<file path="config.mk">
export PLATFORM = sky130hd
export DESIGN_NAME = lzc_norm_pipe
export DESIGN_NICKNAME = d
export VERILOG_FILES = /design/src/rtl/lzc_norm_pipe.sv
export SDC_FILE = /design/constraint.sdc
export NUM_CORES = 1
export LEC_CHECK = 0
export CAP_MARGIN = 20
export CORE_AREA = 2 2 129 131
export CTS_CLUSTER_DIAMETER = 40
export DETAILED_ROUTE_END_ITERATION = 6
export DIE_AREA = 0 0 131 133
export PLACE_DENSITY = 0.6
export SYNTH_ARGS = -nofsm -noshare
export SYNTH_HDL_FRONTEND = slang
export SYNTH_SLANG_ARGS = --single-unit
</file>
<file path="constraint.sdc">
create_clock -name clk -period 3.15 [get_ports clk]
set_clock_uncertainty 0.2 [all_clocks]
set_input_delay 0.4725 -clock clk [delete_from_list [all_inputs] [get_ports clk]]
set_output_delay 0.4725 -clock clk [all_outputs]
set_load 0.05 [all_outputs]
</file>
<file path="src/rtl/lzc_norm_pipe.sv">
// ----------------------------------------------------------------------------
// lzc_norm_pipe
// Two-stage pipelined leading/trailing bit counter with operand normalisation.
//
// Stage 1 captures the operand, mode and tag, and computes the count.
// Stage 2 produces the normalised operand.
// Normalisation shifts left for leading counts and right for trailing counts.
// Both stages use a valid/ready handshake. Stage 2 drives the outputs directly.
//
// Ports
//   clk        rising-edge clock
//   rst_n      asynchronous active-low reset
//   in_valid   operand valid
//   in_ready   operand can be accepted this cycle (combinational)
//   in_data    operand, DATA_WIDTH bits
//   in_mode    00 lead zeros, 01 lead ones, 10 trail zeros, 11 as 00
//   in_tag     sideband tag, returned unchanged
//   out_valid  result valid
//   out_ready  downstream accepts the result
//   out_count  counted bits, saturates at DATA_WIDTH
//   out_all    no terminating bit found in the operand
//   out_norm   normalised operand (zero when out_all)
//   out_tag    tag of the operand
// ----------------------------------------------------------------------------
module lzc_norm_pipe #(
    parameter int DATA_WIDTH  = 22,
    parameter int COUNT_WIDTH = 5,
    parameter int TAG_WIDTH   = 4
) (
    input  logic                   clk,
    input  logic                   rst_n,
    input  logic                   in_valid,
    output logic                   in_ready,
    input  logic [DATA_WIDTH-1:0]  in_data,
    input  logic [1:0]             in_mode,
    input  logic [TAG_WIDTH-1:0]   in_tag,
    output logic                   out_valid,
    input  logic                   out_ready,
    output logic [COUNT_WIDTH-1:0] out_count,
    output logic                   out_all,
    output logic [DATA_WIDTH-1:0]  out_norm,
    output logic [TAG_WIDTH-1:0]   out_tag
);

    // The count must be able to represent DATA_WIDTH itself (the saturated case).
    if ((64'd1 << COUNT_WIDTH) <= 64'(DATA_WIDTH)) begin : g_bad_count_width
        $error("lzc_norm_pipe: COUNT_WIDTH too small for DATA_WIDTH");
    end

    // Count of zeros from the MSB. A vector of all zeros yields DATA_WIDTH.
    function automatic logic [COUNT_WIDTH-1:0] lead_zeros(input logic [DATA_WIDTH-1:0] x);
        logic [COUNT_WIDTH-1:0] c;
        c = COUNT_WIDTH'(DATA_WIDTH);
        for (int i = 0; i < DATA_WIDTH; i++) begin
            if (x[i]) begin
                c = COUNT_WIDTH'(DATA_WIDTH - 1 - i);
            end else begin
                c = c;
            end
        end
        return c;
    endfunction

    function automatic logic [DATA_WIDTH-1:0] bit_reverse(input logic [DATA_WIDTH-1:0] x);
        logic [DATA_WIDTH-1:0] r;
        for (int i = 0; i < DATA_WIDTH; i++) begin
            r[i] = x[DATA_WIDTH-1-i];
        end
        return r;
    endfunction

    logic                   s1_valid_r;
    logic [DATA_WIDTH-1:0]  s1_data_r;
    logic [1:0]             s1_mode_r;
    logic [TAG_WIDTH-1:0]   s1_tag_r;
    logic [COUNT_WIDTH-1:0] s1_count_r;
    logic                   s1_all_r;

    logic                   s2_valid_r;
    logic [COUNT_WIDTH-1:0] s2_count_r;
    logic                   s2_all_r;
    logic [DATA_WIDTH-1:0]  s2_norm_r;
    logic [TAG_WIDTH-1:0]   s2_tag_r;

    logic                   s1_load_s;
    logic                   s2_load_s;
    logic [1:0]             mode_eff_s;
    logic [DATA_WIDTH-1:0]  scan_s;
    logic [COUNT_WIDTH-1:0] count_s;
    logic                   all_s;
    logic [DATA_WIDTH-1:0]  norm_s;

    // Handshake. Stage 1 may load whenever stage 2 can take its current content.
    always_comb begin
        s2_load_s = !s2_valid_r || out_ready;
        s1_load_s = !s1_valid_r || s2_load_s;
        in_ready  = !s1_valid_r || !s2_valid_r || out_ready;
    end

    // Map every mode onto a leading-zero count of a transformed operand.
    always_comb begin
        mode_eff_s = (in_mode == 2'b11) ? 2'b00 : in_mode;
        case (mode_eff_s)
            2'b00:   scan_s = in_data;
            2'b01:   scan_s = ~in_data;
            2'b10:   scan_s = bit_reverse(in_data);
            default: scan_s = in_data;
        endcase
        count_s = lead_zeros(scan_s);
        all_s   = (scan_s == {DATA_WIDTH{1'b0}});
    end

    // Stage 1 register: operand, effective mode, tag and count.
    always_ff @(posedge clk or negedge rst_n) begin
        if (!rst_n) begin
            s1_valid_r <= 1'b0;
            s1_data_r  <= '0;
            s1_mode_r  <= 2'b00;
            s1_tag_r   <= '0;
            s1_count_r <= '0;
            s1_all_r   <= 1'b0;
        end else if (s1_load_s) begin
            s1_valid_r <= in_valid;
            if (in_valid) begin
                s1_data_r  <= in_data;
                s1_mode_r  <= mode_eff_s;
                s1_tag_r   <= in_tag;
                s1_count_r <= count_s;
                s1_all_r   <= all_s;
            end
        end
    end

    // Normalisation. The all-match case is forced to zero rather than relying on the shift.
    always_comb begin
        norm_s = '0;
        if (s1_all_r) begin
            norm_s = '0;
        end else if (s1_mode_r == 2'b10) begin
            norm_s = s1_data_r >> s1_count_r;
        end else begin
            norm_s = s1_data_r << s1_count_r;
        end
    end

    // Stage 2 register: holds the result until downstream takes it.
    always_ff @(posedge clk or negedge rst_n) begin
        if (!rst_n) begin
            s2_valid_r <= 1'b0;
            s2_count_r <= '0;
            s2_all_r   <= 1'b0;
            s2_norm_r  <= '0;
            s2_tag_r   <= '0;
        end else if (s2_load_s) begin
            s2_valid_r <= s1_valid_r;
            if (s1_valid_r) begin
                s2_count_r <= s1_count_r;
                s2_all_r   <= s1_all_r;
                s2_norm_r  <= norm_s;
                s2_tag_r   <= s1_tag_r;
            end
        end
    end

    assign out_valid = s2_valid_r;
    assign out_count = s2_count_r;
    assign out_all   = s2_all_r;
    assign out_norm  = s2_norm_r;
    assign out_tag   = s2_tag_r;

endmodule

</file>
==> flow_metrics.py, run 1 <==
metrics = {
    "run_status": {
        "status": "complete, no violations",
    },
    "logic_synthesis": {
        "ys_async_sr_fraction_pct": 100,
        "yosysTopAreaCellShare_pct": 30.7,
        "seq_area_frac_synth_pct": 30.7,
        "postSynthCellCount": 567,
        "netlist_top_cells_area": "dfrtp_1, mux4_2, mux2_2, mux4_1, mux2i_1",
        "syn_area_per_cell_um2": 9.76,
        "synthTopCellsByCount": "dfrtp_1, nand2_1, nor2_1, mux2_2, o21ai_0",
        "synth_cell_types": 62,
        "synth-edff-count": 0,
        "synth_nets": 603,
        "yosysMostFrequentCell": "dfrtp_1",
        "yosys.area.top_type": "dfrtp_1",
        "yosysWarnings": 0,
        "synth_area_mm2": 0.00553,
        "synth_seq_cells": 68,
        "dominantRegCellSynth": "dfrtp_1",
    },
    "sta": {
        "final_max_slew_viol_count": 0,
        "hold_viol": 0,
        "period_share_pct": 90.0,
        "max-slew-margin-rel_pct": 42.2,
        "fin_hold_ws_ps": 270,
        "rsz0062_at_grt": "no",
        "timing.fmax_mhz": 353,
        "worstMarginPinSlew_ps": 868,
        "setup_ws_ps": 314,
        "setup_viol": 0,
        "timing.final.crit_period_ps": 2840,
        "setup-tns-final_ps": 0,
    },
    "layout": {
        "fin_area_mm2": 0.00688,
        "nets": 669,
        "final_layout_size_suffix_gt1_share_pct": 20.2,
        "fillers": 1557,
        "area_growth_pct": 24.3,
        "antenna_cells": 0,
    },
    "power": {
        "power_frac_comb_pct": 51.0,
        "p_int_mw": 2.87,
        "clock_power_share_pct": 22.9,
        "p_sw_mw": 2.01,
        "p_sw_share_pct": 41.1,
        "power_leakage_nw": 2.71,
        "seq_power_share_pct": 26.1,
        "ir_drop_uv": 352,
        "p_per_area_mw_per_mm2": 710,
    },
    "critical_path": {
        "cp.required_ps": 3160,
        "crit_chain": "buf_12 -> mux4_1 -> mux4_2 -> nor2_1 -> nor2_1 -> o21ai_1 -> o21ai_0",
        "cp.arrival_ps": 2840,
        "critical_path_buf_inv_count": 1,
        "cpMostUsedCell": "nor2_1",
        "end_kind": "flop",
        "crit_slowest_cell": "mux4_1",
        "cp_max_fo": 15,
        "critical_path_class": "flop to flop",
        "cp_slowest_stage_delay_ps": 670,
        "startpoint_type": "flop",
        "critical-path-top-delay-family": "multiplexers",
    },
    "global_routing": {
        "first_global_vias": 4523,
        "grt_util_all_layers_pct": 18.9,
        "grt_start_max_net_pins": 51,
        "grt_overflow": 0,
        "grt_first_pass_wirelength_um": 25600,
        "antenna_found_initial": 0,
    },
    "placed_design": {
        "port_buffers": 65,
        "gp_congestion": 0.969,
        "dp_slack_ps": 7.65,
        "hpwlAfterDp_um": 12300,
        "placed_area_mm2": 0.00654,
    },
    "drt": {
        "dr.pass1.iters": 5,
        "drc": 0,
        "wl_um": 16100,
        "postRouteAntennaNets": 0,
        "viasPerCell": 5.73,
        "vias": 4914,
        "drtIter0Drc": 441,
        "wl_per_cell_um": 18.7,
    },
    "clock_network": {
        "clkSlewWorstSetupHoldPaths_ps": 60,
        "cts.sinks": 68,
        "cts-htree-levels": 3,
        "post_cts_buffers": 0,
        "cts_tree": "built",
        "clock_latency_ps": 340,
        "numCtsBuffers": 9,
        "cts-root-buf": "clkbuf_16",
        "clock_path_buffers": 2,
    },
    "die": {
        "die_h_um": 133,
        "die_area_mm2": 0.0174,
        "io_pins": 66,
        "die_w_um": 131,
        "start_util_pct": 34.2,
        "fp-row-count": 47,
        "core_mm2": 0.0162,
    },
    "flow_run": {
        "max_cap_viol_count": 0,
    },
    "worst_hold_path": {
        "hp-class": "flop to flop",
    },
}
-- stage by stage --
stage | utilization [%] | instances | power (mW)
floorplan | - | 567 | 2.98
global placement | 40.4 | 841 | 3.73
detailed placement | 40.4 | 841 | 3.76
CTS | 42.6 | 858 | 4.89
global route | 42.6 | 858 | 5.14
finish | 42.6 | 858 | 4.88
-- per-layer routing --
metal | vias up | share of wire, % | track usage, %
met5 | - | 0 | 0
met4 | 0 | 1.7 | 6.09
met3 | 19 | 3.8 | 3.48
met2 | 143 | 47 | 28.8
met1 | 2463 | 48 | 27.2
li1 | 2289 | - | -
-- path summary, 6_finish.rpt --
check	from	endpoint	slack [ps]	cells after the start
max in group asynchronous	rst_n	s1_count_r[0]	1610	3
worst max-delay path	s1_count_r[0]	out_norm[19]	310	7
worst min-delay path	out_norm[9]	out_norm[9]	270	2
min in group asynchronous	rst_n	out_all	490	2
worst max register to register	s1_count_r[0]	out_norm[19]	310	7
worst min register to register	out_norm[9]	out_norm[9]	270	2
-- state kept, by name, indices dropped and copies added (netlist names) --
register,flops
out_norm,22
s1_count_r,5
s1_all_r,1
s1_tag_r,4
out_count,5
out_tag,4
s1_valid_r,1
out_valid,1
s1_data_r,22
out_all,1
s1_mode_r,2
-- cell families (layout without fill, tap and decap cells) --
group | Yosys count | in the layout | share of synthesized area [%]
DFF | 68 | 68 | 30.7
muxes | 99 | 99 | 28.3
buffers and inverters | 61 | 132 | 5.15
AOI/OAI and AO/OA | 149 | 149 | 18.8
adders and majority gates | 4 | 4 | 0.904
and+or+nand+nor | 186 | 186 | 16.1
-- worst register-to-register path: stages, from the launching register on --
cell and delay (ps):
dfrtp_2 630, buf_12 220, mux4_1 670, mux4_2 560, nor2_1 120, nor2_1 70
o21ai_1 140, o21ai_0 90
-- final cells by class --
| type | instances | area [µm²] | share of cell area, % |
|---|---|---|---|
| multi-input cells | 438 | 3550 | 51.5 |
| flip-flops and latches | 68 | 1700 | 24.7 |
| clock inverters | 5 | 83.8 | 1.22 |
| repair buffers | 103 | 971 | 14.1 |
| well taps | 220 | 275 | 4.00 |
| clock buffers | 11 | 253 | 3.67 |
| inverters | 13 | 48.8 | 0.709 |
-- placed cells by master, fill, tap and decap left out, drive strengths merged, types with 5 or more instances in the layout --
cell	synthesis	routed
inv	11	11
a211oi	14	14
nor3	10	10
nand3	5	5
a31o	7	7
mux4	38	38
a21oi	22	22
nand2b	23	23
clkdlybuf4s50	0	64
a31oi	9	9
nand2	56	56
nor2	49	49
mux2	38	38
o21ai	33	33
buf	20	38
dfrtp	68	68
o31ai	6	6
o211ai	8	8
nor2b	21	21
mux2i	23	23
a32o	6	6
a22o	6	6
clkbuf	28	11
-- repair_timing --
item / CTS / global route
setup endpoints to repair: 0 / 0
resized for setup: 0 / 0
hold endpoints to repair: 27 / 0
hold buffers: 1 / 0
-- power groups by stage --
stage          Combinational, mW  Sequential, mW  Clock (mW)
2_1_floorplan               1.29            1.70           0
3_3_place_gp                2.45            1.28           0
3_5_place_dp                2.47            1.29           0
4_1_cts                     2.48            1.28        1.14
5_1_grt                     2.65            1.30        1.18
6_report                    2.49            1.27        1.12
No activity file was read; power rests on OpenSTA's default activity.
==> run 2, diff against run 1 <==
- PLACE_DENSITY: 0.6 -> not set
- TNS_END_PERCENT: not set -> 50
==> results of run 2 <==
Same layout as run 1: the final DEF is identical, and so are final timing and power.
==> run 3, diff against run 2 <==
- CORE_AREA: 2 2 129 131 -> 2 2 136 125
- DIE_AREA: 0 0 131 133 -> 0 0 138 127
- PLACE_DENSITY: not set -> 0.59
==> run 3 against run 2 <==
  * Die area is 0.59% higher
  * Final area decreased by 0.76%
  * Power shrank 2.1%
  * Wire length shrank 0.48%
  * Register-to-register slack worse by 70 ps
==> flow_metrics.py, run 3 (synthesis gave the netlist of run 1 again) <==
metrics = {
    "layout": {
        "layout_common_cells": "dfrtp_1, clkdlybuf4s50_1, nand2_1",
        "final_util_pct": 42.8,
        "area_growth_pct": 23.4,
        "antenna_cells": 0,
        "fillers": 1551,
        "final_layout_size_suffix_gt1_share_pct": 20.2,
        "layout_commonest_cell": "dfrtp_1",
        "nets": 669,
    },
    "die": {
        "core_mm2": 0.0160,
        "start_util_pct": 34.7,
        "die_h_um": 127,
        "io_pins": 66,
        "fp-row-count": 44,
        "die_w_um": 138,
        "die_area_mm2": 0.0175,
    },
    "critical_path": {
        "critical_path_class": "flop to flop",
        "cp.required_ps": 3150,
        "cp.arrival_ps": 2910,
        "startpoint_type": "flop",
        "end_kind": "flop",
        "cp_max_fo": 23,
    },
    "power": {
        "ir_drop_uv": 517,
        "power_mw": 4.78,
        "power_leakage_nw": 2.70,
        "p_per_area_mw_per_mm2": 700,
    },
    "drt": {
        "wl_per_cell_um": 18.9,
        "postRouteAntennaNets": 0,
        "drtIter0Drc": 663,
        "viasPerCell": 5.87,
        "vias": 4961,
        "dr.pass1.iters": 6,
        "wl_um": 16000,
        "drc": 0,
    },
    "clock_network": {
        "cts_tree": "built",
        "postCtsHoldBufs": 1,
        "cts-htree-levels": 3,
        "clkSlewWorstSetupHoldPaths_ps": 60,
        "post_cts_buffers": 0,
        "cts-root-buf": "clkbuf_16",
        "cts_resized": 0,
        "clock_path_buffers": 2,
        "numCtsBuffers": 9,
        "clock_latency_ps": 340,
        "cts.sinks": 68,
    },
    "sta": {
        "setup_ws_ps": 248,
        "rsz0062_at_grt": "no",
        "timing.final.crit_period_ps": 2900,
        "final_max_slew_viol_count": 0,
        "hold_viol": 0,
        "setup_viol": 0,
        "fin_hold_ws_ps": 281,
        "period_share_pct": 92.1,
        "worstMarginPinSlew_ps": 1080,
        "max-slew-margin-rel_pct": 28.2,
        "setup-tns-final_ps": 0,
        "timing.fmax_mhz": 345,
    },
    "placed_design": {
        "port_buffers": 65,
        "hpwlAfterDp_um": 12200,
        "dp_slack_ps": 79.5,
        "gp_congestion": 0.936,
    },
    "flow_run": {
        "max_cap_viol_count": 0,
    },
    "global_routing": {
        "grt_start_max_net_pins": 53,
        "first_global_vias": 4599,
        "antenna_found_initial": 0,
        "grt_overflow": 0,
        "grt_util_all_layers_pct": 18.5,
        "grt_first_pass_wirelength_um": 25900,
    },
    "run_status": {
        "status": "complete, no violations",
    },
    "worst_hold_path": {
        "hp-class": "flop to flop",
    },
}
## run 3: cell types whose count changed in the layout (fill, tap and decap cells not counted)
cell and delta:
clkinv_4 +1, inv_6 +2, clkbuf_8 -2, clkinvlp_4 -2, clkinv_2 +2, bufinv_16 -1
## run 3: metal layers
layer,wire length (µm),part of all wire [%],vias to the layer above,track usage (%)
met5,0,0,-,0
met1,7410,46,2434,26.4
li1,-,-,2292,-
met2,7230,45,211,28.4
met4,310,1.9,0,4.74
met3,1040,6.5,24,4.31
## run 3: stage by stage
stage | cells | cell area (µm²)
3_5_place_dp | 828 | 6520
2_1_floorplan | 567 | 5530
6_report | 845 | 6830
4_1_cts | 845 | 6830
5_1_grt | 845 | 6830
3_3_place_gp | 828 | 6520
## run 3: worst paths after layout
path / from / to / slack (ps) / cells after the start
setup / recovery: s1_count_r[0] / out_norm[9] / 250 / 6
hold / removal: out_count[2] / out_count[2] / 280 / 2
setup reg to reg: s1_count_r[0] / out_norm[9] / 250 / 6
hold reg to reg: out_count[2] / out_count[2] / 280 / 2
max in group asynchronous: rst_n / s1_count_r[0] / 1570 / 3
min in group asynchronous: rst_n / out_tag[2] / 520 / 2
## run 3: layout make-up
class / count / area [µm²] / share of cell area, %
clock buffers: 9 / 225 / 3.30
clock inverters: 7 / 75.1 / 1.10
inverters: 13 / 48.8 / 0.715
multi-input cells: 438 / 3550 / 51.9
flip-flops and latches: 68 / 1700 / 24.9
well taps: 207 / 259 / 3.79
repair buffers: 103 / 971 / 14.2
## run 3: power breakdown
part	total (mW)	leakage (nW)	internal (mW)	switching (mW)
combinational	2.48	1.71	1.07	1.42
clock	1.01	0.150	0.617	0.392
sequential	1.29	0.834	1.07	0.216
total	4.78	2.70	2.76	2.03
## run 3: critical path: stages, from the launching register on
cell and delay (ps):
dfrtp_2 740, buf_4 370, mux4_2 610, mux2i_1 210
nor2_1 60, o311ai_0 450, nand2_1 110
==> RTL edit 1, RTL diff (config.mk and constraints of run 2) <==
`TAG_WIDTH`: 4 -> 3.
--- a/src/rtl/lzc_norm_pipe.sv
+++ b/src/rtl/lzc_norm_pipe.sv
@@ -25,7 +25,7 @@
 module lzc_norm_pipe #(
     parameter int DATA_WIDTH  = 22,
     parameter int COUNT_WIDTH = 5,
-    parameter int TAG_WIDTH   = 4
+    parameter int TAG_WIDTH   = 3
 ) (
     input  logic                   clk,
     input  logic                   rst_n,
Interface: changed (resized in_tag and out_tag); port bits go from 66 to 64. The function was not compared with the original's and may differ.
==> RTL edit 1 against run 2 <==
Fmax shrank 1.3%. Area after synthesis about the same. Critical path depth rose by 3. Routed wire length down 1.1%. Total power down 1.4%. Worst setup slack got worse by 0.038 ns. Sequential cell count decreased by 2. Cell area decreased by 1.6%. Largest power group unchanged. Highest routed layer unchanged.
==> RTL edit 1: results (changes against run 2) <==
synth:
  synth_area_leaders: "dfrtp_1 30%, mux4_2 14%, mux2_2 7.3%"
  synthesis.nets: 597  # -1.0%
  ys.flop_type: "dfrtp_1"
  synth.distinct_cells: 63  # +1.6%
  async_flop_share_pct: 100  # unchanged
  synth_warnings: 0  # unchanged
  yosysSeqAreaShare_pct: 29.8  # -0.92 points
  yosys-top-cells-count: "66 x dfrtp_1, 58 x nand2_1, 46 x nor2_1"
min_path:
  hold_path_class: "reg2reg"
  hold_path.startpoint: "out_norm[20]"
routing:
  wl_per_cell_um: 18.6  # -0.42%
  drtPass1Iterations: 5  # unchanged
  drt_iter0_drc: 391  # -11%
  via_count: 4858  # -1.1%
setup_path:
  max_stage_delay_ns: 0.48  # -0.19 ns
  crit_fanout: 10  # -5
  crit_path_top_delay_cell: "clkdlybuf4s50_1"
  reg2reg_from: "s1_count_r[0]"
  worstPathArrival_ns: 2.96  # +0.12 ns
  crit_family: "simple AND/OR/NAND/NOR gates"
  critical_path.startpoint: "in_mode[0]"
grt:
  grt_pass1_vias: 4765  # +5.4%
  grt_pass1_wl_um: 26200  # +2.2%
  grt_max_degree: 42  # -18%
  antenna_found_initial: 0  # unchanged
  track_usage_pct: 19.1  # +0.17 points
final_layout:
  nets: 662  # -1.0%
  num-fill-cells: 1564  # +0.45%
  final_layout_size_suffix_gt1_share_pct: 21.4  # +1.1 points
  diodes: 0  # unchanged
placement:
  port_buffers: 63  # -3.1%
  place_congestion: 0.903  # -6.9%
  hpwl_um: 12000  # -2.8%
power:
  p_leak_nw: 2.66  # -1.6%
  ir_worst_vdd_uv: 292  # -17%
timing:
  slew_headroom_pct: 55.6  # +13 points
run_status:
  status: "finished, final reports clean"
clock_tree:
  cts-root-buf: "clkbuf_16"
  cts_buffers: 9  # unchanged
RTL edit 1: cell types whose count changed after synthesis, moves of 5 or more:
cell and change:
mux4_2 +11, o211ai_1 +5, mux4_1 -7, clkbuf_1 -8
a211oi_1 -7, o31ai_1 -5, nor3_1 +9
RTL edit 1: cells by family (layout without fill, tap and decap cells):
logic type,Yosys count,in the layout,share of synthesized area [%]
flip-flops,66,66,29.8
AO/OA/AOI/OAI,135,135,16.7
buffers and inverters,58,128,6.05
multiplexers,102,102,29.3
adder cells (fa/ha/maj),4,4,0.904
AND/OR/NAND/NOR,197,197,17.3
RTL edit 1: repair_timing:
item	in CTS	in global routing
hold buffers	1	0
endpoints found under the hold margin	25	0
setup buffers	0	0
RTL edit 1: area by class of cell:
class	instances	area share, %
tap	220	4.07
sequential	66	24.4
clock buffer	14	3.75
multi-input combinational	438	52.4
timing repair buffer	100	13.7
clock inverter	2	0.887
inverter	12	0.665
RTL edit 1: worst paths after layout:
check	to	depth (start not counted)	slack [ns]
max in group asynchronous	s1_count_r[1]	3	1.62
worst max register to register	out_norm[2]	6	0.40
worst min-delay path	out_norm[20]	2	0.26
min in group asynchronous	out_norm[15]	2	0.48
worst max-delay path	s1_all_r	10	0.28
worst min register to register	out_norm[20]	2	0.26
RTL edit 1: power by group:
part	internal, mW	leakage, nW	switching [mW]
clock network	0.715	0.151	0.356
registers	1.04	0.807	0.234
logic	1.09	1.71	1.38
total	2.85	2.66	1.97
RTL edit 1: routing by layer:
metal / GRT usage (%) / vias to the layer above / part of all wire (%)
li1: - / 2272 / -
met2: 28.8 / 169 / 46
met1: 27.5 / 2398 / 46
met5: 0 / - / 0
met3: 4.12 / 19 / 5.8
met4: 5.56 / 0 / 1.6
RTL edit 1: per-stage QoR:
| stage | utilization [%] | instance area, um^2 | hold slack, ns | worst slack, ns | cells |
|---|---|---|---|---|---|
| final | 41.9 | 6770 | 0.261 | 0.276 | 852 |
| after global routing | 41.9 | 6770 | 0.291 | 0.0544 | 852 |
| after CTS | 41.9 | 6770 | 0.268 | 0.304 | 852 |
| after detailed placement | 39.9 | 6450 | 0.256 | -0.0403 | 835 |
| after global placement | 39.9 | 6450 | 0.251 | 0.0325 | 835 |
| after floorplan | - | 5540 | -0.0231 | 0.329 | 562 |
RTL edit 1: worst register-to-register path: stages, from the launching register on:
cell and delay, ns:
dfrtp_2 0.66, buf_4 0.30, mux4_2 0.54, mux4_2 0.48, mux2_2 0.28, nand3_1 0.09
nand3_1 0.07
==> RTL edit 2, RTL diff (settings of run 2) <==
Made on the original files. Add an input register stage for `in_mode`, without a reset; this delays it by one clock. The other inputs are not delayed to match.
--- a/src/rtl/lzc_norm_pipe.sv
+++ b/src/rtl/lzc_norm_pipe.sv
@@ -41,6 +41,12 @@
     output logic [DATA_WIDTH-1:0]  out_norm,
     output logic [TAG_WIDTH-1:0]   out_tag
 );
+
+    logic [1:0] in_mode_q;
+
+    always_ff @(posedge clk) begin
+        in_mode_q <= in_mode;
+    end
 
     // The count must be able to represent DATA_WIDTH itself (the saturated case).
     if ((64'd1 << COUNT_WIDTH) <= 64'(DATA_WIDTH)) begin : g_bad_count_width
@@ -99,7 +105,7 @@
 
     // Map every mode onto a leading-zero count of a transformed operand.
     always_comb begin
-        mode_eff_s = (in_mode == 2'b11) ? 2'b00 : in_mode;
+        mode_eff_s = (in_mode_q == 2'b11) ? 2'b00 : in_mode_q;
         case (mode_eff_s)
             2'b00:   scan_s = in_data;
             2'b01:   scan_s = ~in_data;
Behaviour: not the same (a bounded check fails within 4 cycles, from zero or initial values and one cycle with rst_n low).
==> RTL edit 2 against run 2 <==
Routed wire length up 4.2%. Cell area down 1.7%. First-iteration DRC count decreased by 15%. Worst setup slack got worse by 0.13 ns. Final cell count is 1.3% higher. Area after synthesis barely moved. Die area stayed put. Fmax fell by 4.2%. Sequential cell count grew 2. Total power up 1.2%. Combinational power increased by 3%. Via count is 2.3% higher. Critical path depth increased by 1. Largest cell class unchanged.
==> RTL edit 2: results (changes against run 2) <==
run_status:
  status: "finished, final reports clean"
synth:
  yosysSeqAreaShare_pct: 31.5  # +0.70 points
  synth_warnings: 0  # unchanged
  yosys-top-cells-count: "70 x nand2_1, 68 x dfrtp_1, 52 x nor2_1"
  synth_area_leaders: "dfrtp_1 31%, mux4_2 13%, mux2_2 7.1%"
  async_flop_share_pct: 97.1  # -2.9 points
  synthesis.nets: 627  # +4.0%
  synth-edff-count: 0  # unchanged
  synth.distinct_cells: 63  # +1.6%
final_layout:
  nets: 680  # +1.6%
  final_layout_size_suffix_gt1_share_pct: 18.0  # -2.2 points
  num-fill-cells: 1569  # +0.77%
clock_tree:
  cts_setup_buffers: 0  # unchanged
  clk_pin_slew_ns: 0.06  # about the same
  clockBufferDepth: 2  # unchanged
  cts_max_level: 3  # unchanged
  clk_latency_ns: 0.35
  cts_buffers: 9  # unchanged
grt:
  track_usage_pct: 20.2  # +1.2 points
  grt_pass1_vias: 4863  # +7.5%
  grt_max_degree: 69  # +35%
  grt_pass1_wl_um: 27200  # +6.1%
routing:
  drtPass1Iterations: 5  # unchanged
  drt_iter0_drc: 374  # -15%
  detail-route-antenna-nets: 0  # unchanged
  wl_per_cell_um: 19.2  # +2.8%
  viasPerCell: 5.79  # +1.0%
placement:
  port_buffers: 65  # unchanged
  postPlaceCellArea_um2: 6450  # -1.4%
  place_congestion: 0.929  # -4.1%
  pre_cts_ws_ns: 0.295  # +0.288 ns
  hpwl_um: 12600  # +2.2%
power:
  p_leak_nw: 2.61  # -3.5%
  ir_worst_vdd_uv: 375  # +6.5%
timing:
  max_freq_mhz: 338  # -4.2%
  worstMarginPinSlew_ns: 1.03  # +0.160 ns
setup_path:
  crit_fanout: 20  # +5
  crit_family: "compound AO/OA/AOI/OAI gates"
  r2r_setup_slack_ns: 0.19  # -0.13 ns
  max_stage_delay_ns: 0.46  # -0.21 ns
  crit_path_top_delay_cell: "ha_1"
  worstPathArrival_ns: 3.00  # +0.16 ns
[RTL edit 2: timing repair]
item	CTS	global route
hold buffers	1	0
endpoints found under the hold margin	68	0
setup endpoints to repair	0	1
gates resized for setup	0	1
[RTL edit 2: layer usage]
layer	global-route usage, %	vias up	part of all wire (%)
met3	4.16	36	4.9
met4	7.39	0	2.8
met1	28.5	2502	46
met2	30.5	163	46
li1	-	2328	-
met5	0	-	0
[RTL edit 2: area by class of cell]
class                      count  area [um^2]  share of cell area, %
clock buffer                  10          229                   3.39
inverter                      12         45.0                  0.666
timing repair buffer          89          853                   12.6
clock inverter                 6         70.1                   1.04
tap                          220          275                   4.07
sequential                    70         1740                   25.8
multi-input combinational    462         3540                   52.4
[RTL edit 2: metrics by stage]
stage | cells | hold WS (ns)
floorplan | 591 | -0.0231
global placement | 852 | 0.266
detailed placement | 852 | 0.278
CTS | 869 | 0.292
global route | 869 | 0.315
finish | 869 | 0.283
[RTL edit 2: final timing paths]
kind / startpoint / to / depth (start not counted)
worst max-delay path: in_mode_q[0] / s1_count_r[2] / 8
worst min-delay path: out_count[3] / out_count[3] / 2
worst max register to register: in_mode_q[0] / s1_count_r[2] / 8
worst min register to register: out_count[3] / out_count[3] / 2
max in group asynchronous: rst_n / s1_count_r[0] / 3
min in group asynchronous: rst_n / out_count[4] / 3
[RTL edit 2: cells by family after synthesis]
group / Yosys count / share of synthesized area (%)
compound gates: 156 / 19.7
fa+ha+maj: 4 / 0.904
buf+inv: 59 / 4.65
flops: 70 / 31.5
mux: 95 / 25.5
simple gates: 207 / 17.8
[RTL edit 2: worst register-to-register path: cells and delay by family, from the launching register on]
kind	cells	cell delay (ns)
compound gates	3	1.16
fa+ha+maj	1	0.46
buf+inv	2	0.35
flops	1	0.36
simple gates	2	0.32
[RTL edit 2: report_power, final]
group          internal, mW  leakage [nW]  total (mW)  switching (mW)
clock                 0.618         0.147        1.03           0.412
sequential             1.11         0.849        1.34           0.231
combinational          1.07          1.62        2.57            1.50
